[src/rtl/fetch_unit.sv]
// Instruction-fetch stage: holds the PC, fetches one word at a time over a
// ready handshake and computes the next PC from the decoder's jump/branch.
module fetch_unit #(
    parameter logic [31:0] PC_RESET = 32'h0000_0000
) (
    input  logic        clk,
    input  logic        reset,
    output logic        imem_req,
    output logic [31:0] imem_addr,
    input  logic        imem_ready,
    input  logic [31:0] imem_rdata,
    input  logic        stall,
    input  logic        Jump,
    input  logic        Branch,
    input  logic        alu_cmp,
    output logic [31:0] instr,
    output logic [5:0]  Opcode,
    output logic [5:0]  funct,
    output logic [31:0] pc,
    output logic [31:0] pc_plus4,
    output logic        instr_valid,
    output logic [31:0] retire_count
);

    typedef enum logic {
        FETCH = 1'b0,
        HOLD  = 1'b1
    } state_t;

    state_t      state_q;
    logic [31:0] pc_q;
    logic [31:0] instr_q;
    logic        valid_q;
    logic [31:0] retire_q;
    logic [31:0] br_off;
    logic [31:0] next_pc_d;

    assign pc_plus4 = pc_q + 32'd4;
    assign br_off   = {{14{instr_q[15]}}, instr_q[15:0], 2'b00};

    // Jump takes priority over a taken branch when the decoder raises both.
    always_comb begin
        next_pc_d = pc_plus4;
        if (Jump) begin
            next_pc_d = {pc_plus4[31:28], instr_q[25:0], 2'b00};
        end else if (Branch && alu_cmp) begin
            next_pc_d = pc_plus4 + br_off;
        end
    end

    // NOTE: non-blocking assignments so every register samples pre-edge values.
    always_ff @(posedge clk) begin
        if (reset) begin
            state_q  <= FETCH;
            pc_q     <= PC_RESET;
            instr_q  <= 32'h0;
            valid_q  <= 1'b0;
            retire_q <= 32'h0;
        end else begin
            case (state_q)
                FETCH: begin
                    if (imem_ready) begin
                        instr_q <= imem_rdata;
                        valid_q <= 1'b1;
                        state_q <= HOLD;
                    end
                end
                HOLD: begin
                    if (!stall) begin
                        pc_q     <= next_pc_d;
                        valid_q  <= 1'b0;
                        retire_q <= retire_q + 32'd1;
                        state_q  <= FETCH;
                    end
                end
                default: state_q <= FETCH;
            endcase
        end
    end

    assign imem_req     = (state_q == FETCH);
    assign imem_addr    = {pc_q[31:2], 2'b00};
    assign instr        = instr_q;
    assign Opcode       = instr_q[31:26];
    assign funct        = instr_q[5:0];
    assign pc           = pc_q;
    assign instr_valid  = valid_q;
    assign retire_count = retire_q;

endmodule

[config.mk]
export PLATFORM = sky130hd
export DESIGN_NAME = fetch_unit
export DESIGN_NICKNAME = d
export VERILOG_FILES = /design/src/rtl/fetch_unit.sv
export SDC_FILE = /design/constraint.sdc
export NUM_CORES = 1
export LEC_CHECK = 0
export CELL_PAD_IN_SITES_DETAIL_PLACEMENT = 0
export CELL_PAD_IN_SITES_GLOBAL_PLACEMENT = 2
export CORE_MARGIN = 2
export CORE_UTILIZATION = 26
export DETAILED_ROUTE_END_ITERATION = 6
export GPL_TIMING_DRIVEN = 0
export PLACE_DENSITY = 0.8
export SETUP_SLACK_MARGIN = 0.15
export SLEW_MARGIN = 10
export SYNTH_ARGS = -nofsm -noshare
export SYNTH_HDL_FRONTEND = slang
export SYNTH_SLANG_ARGS = --single-unit
[constraint.sdc]
create_clock -name clk -period 3.93 [get_ports clk]
set_input_delay 0.9825 -clock clk [delete_from_list [all_inputs] [get_ports clk]]
set_output_delay 0.9825 -clock clk [all_outputs]
set_load 0.005 [all_outputs]
==> summary.md <==
| Metric | Value |
|---|---|
| Status | complete, no violations |
| Switching power share of the total | 30.9% |
| Final nets | 1170 |
| CP startpoint | pc[11] |
| Element type at the critical path start | register |
| Initial DRC count | 403 |
| Crit path depth | 8 |
| Flop pwr share | 42.4% |
| Final ANT Viol Nets | 0 |
| Leakage Power | 3.96 nW |
| Die area | 26300 sq um |
| Drt pass-1 iters | 4 |
| Clock power share | 37.2% |
| Max stage delay cell, worst path | clkdlybuf4s50_1 |
| Cell area after synthesis | 6510 sq um |
| Final setup violation count | 0 |
| Multi-input logic area | 4300 sq um |
| Seq/Total Area, Yosys | 29.5% |
| Synth Area per Inst | 7.76 sq um |
| R2r endpoint | pc[31] |
| Worst-path maximum fanout | 5 |
| Clock Tree Buf Depth | 2 |
| Final hold vios | 0 |
| P_int | 1.72 mW |
| CTS sink cnt | 96 |
| RSZ-0062 raised after global routing | yes |
| Die height | 162 um |
| Fmax | 271 MHz |
| Max Clock Skew | 0.0133 ns |
| PwrDens | 252 nW/um^2 |
| Switching pwr | 767 uW |
| Placed cell areas | 8970 sq um |
| Most frequent cells in the layout | 203 x clkdlybuf4s50_1, 138 x nand2_1, 83 x buf_4, 82 x dfxtp_1, 78 x a21oi_1 |
| Worst rel slew slack | 26.5% |
| Reg2reg path depth | 17 |
| Crit path DAT | 2.71 ns |
| Req. time, crit path | 2.95 ns |
| FF-to-FF setup slack | 0.29 ns |
| Overflow after GRT | 0 |
| Worst r2r src | pc[3] |
| Layout cells sized above 1 | 15.3% |
| H-tree levels | 3 |
| Post-synth EDFFs | 0 |
| Gate power share | 20.4% |
| CP delay by family, top | simple AND/OR/NAND/NOR gates |
| Number of diodes | 0 |
| Hold crit path type | reg -> reg |
| Reg clk slew, reported paths | 0.08 ns |
| Worst-margin pin slew | 1.10 ns |
| First-pass GRT wire length | 38300 um |
| Fill cells | 2526 |
| Yosys reg bits | 96 |
| Synth Flop Type | dfxtp_1 |
| Layout area overhead | 51.7% |
| Gr usage total | 18.7% |
| Ys Warns | 0 |
| Core area | 24500 sq um |
| Total of max-cap violations | 0 |
| Die W | 162 um |
| CTS tree | done |
| WS Path Type | reg -> out |
| Syn Inst Count | 838 |
| Routed len/inst | 17.8 um |
| Library cells used by synthesis | 74 |
| Final worst path period share | 93.9% |
| Worst path cell trace | and4_4 -> and3_4 -> nand4_1 -> buf_4 -> nor2_4 -> nand3_1 -> xnor2_4 -> clkdlybuf4s50_1 |
| Routability congestion estimate | 0.856 |
| Commonest non-fill, non-tap cell in the layout | clkdlybuf4s50_1 |
| Std cell rows | 57 |
| Max VDD drop | 190 uV |
| Initial antenna violation count | 2 |
| CP endpoint | pc_plus4[25] |
| Boundary Pins | 213 |
| Vias in the first global route | 6466 |
| Largest net degree at the start of global routing | 26 |
| Vias per cell | 4.78 |
| CTS Hold Buffers Added | 0 |
| Sequential cell area | 1970 sq um |
| Initial core utilization | 26.6% |
| DP HPWL | 19200 um |
| Clock insertion delay at the later pin of the skew report | 0.36 ns |
| Vias | 6798 |
| # port buffers | 204 |
| DRC | 0 |
| Crit path largest cell delay | 0.56 ns |
| Ys async rst share | 0% |
| Worst path buffer plus inverter count | 2 |
| Minimum clock period | 3.69 ns |
| CTS Buf Count | 9 |
| Max-slew violation count | 0 |
| Fin util | 40.3% |
| Clock tree root driver cell | clkbuf_16 |
| CP Capture Type | primary output |
| Routed WL | 25300 um |
| Final instance area | 9870 sq um |
-- worst min-delay path by stage --
stage / startpoint / endpoint / slack (ns) / depth (start not counted)
floorplan: instr[16] / instr[16] / 0.46 / 2
global placement: instr_valid / instr_valid / 0.45 / 1
detailed placement: instr_valid / instr_valid / 0.46 / 1
CTS: instr_valid / instr_valid / 0.48 / 1
global route: instr[21] / instr[21] / 0.51 / 2
finish: instr_valid / instr_valid / 0.47 / 1
-- kinds of logic after synthesis --
group / Yosys count / synth area share (%)
compound gates: 205 / 20.5
mux: 4 / 0.635
fa+ha+maj: 38 / 7.42
flops: 96 / 29.5
xor+xnor: 79 / 10.6
other cells: 1 / 0.0576
simple gates: 315 / 22.2
buf+inv: 100 / 9.00
-- per-stage QoR --
step | setup slack [ns] | TNS [ns] | hold WS, ns | cells | power (mW)
after floorplan | 0.253 | 0 | 0.463 | 843 | 1.31
after global placement | -0.975 | -8.88 | 0.450 | 1371 | 1.56
after detailed placement | -0.878 | -7.50 | 0.460 | 1371 | 1.56
after CTS | 0.117 | 0 | 0.481 | 1397 | 2.49
after global routing | 0.0966 | 0 | 0.512 | 1422 | 2.59
final | 0.241 | 0 | 0.472 | 1422 | 2.48
-- synth_stat cells, types with 4 or more instances --
master	number	area, sq um
ha_1	37	463
buf_6	4	45.0
nand2_1	138	518
buf_4	48	360
nand2b_1	5	31.3
dfxtp_1	96	1920
clkbuf_1	26	97.6
and2_1	8	50.1
o21ai_0	29	145
nand3_1	29	145
a22o_1	4	35.0
xor2_1	40	350
a21oi_1	78	390
xnor2_1	39	342
inv_1	19	71.3
o211ai_1	17	128
nor2_1	70	263
or3_1	5	31.3
o21ai_1	5	25.0
and4_1	6	52.6
nor2b_1	7	43.8
a211oi_1	9	67.6
nor4_1	4	25.0
and3_1	9	56.3
nor3_1	10	50.1
a21o_1	20	150
nand4_1	12	75.1
-- sequential cells by signal, summed over array words and instances (netlist names) --
register,flops
instr,32
retire_count,32
pc,30
instr_valid,1
state_q,1
-- power groups by stage --
| stage | Clock (mW) | Combinational, mW | Sequential, mW |
|---|---|---|---|
| floorplan | 0 | 0.242 | 1.07 |
| global placement | 0 | 0.481 | 1.08 |
| detailed placement | 0 | 0.480 | 1.08 |
| CTS | 0.942 | 0.490 | 1.06 |
| global route | 0.976 | 0.553 | 1.06 |
| finish | 0.922 | 0.507 | 1.05 |
-- per-layer routing --
| metal | routed length [um] | global-route usage, % |
|---|---|---|
| met2 | 11600 | 30.2 |
| met4 | 389 | 4.38 |
| met1 | 11800 | 25.3 |
| met5 | 24 | 0 |
| met3 | 1470 | 4.55 |
-- timing repair --
item	4_1_cts	5_1_grt
buffers inserted	10	25
setup endpoints to repair	37	18
gates cloned	0	0
resized for setup	47	28
pin swaps	9	25
-- final cells by class --
cell class	instances	share of cell area [%]
Sequential cell	96	20.0
Clock buffer	9	2.28
Inverter	20	0.761
Clock inverter	7	0.723
Tap cell	324	4.11
Timing Repair Buffer	239	23.4
Multi-Input combinational cell	647	43.6
Buffer	80	5.17
No activity file was read; power rests on OpenSTA's default activity.
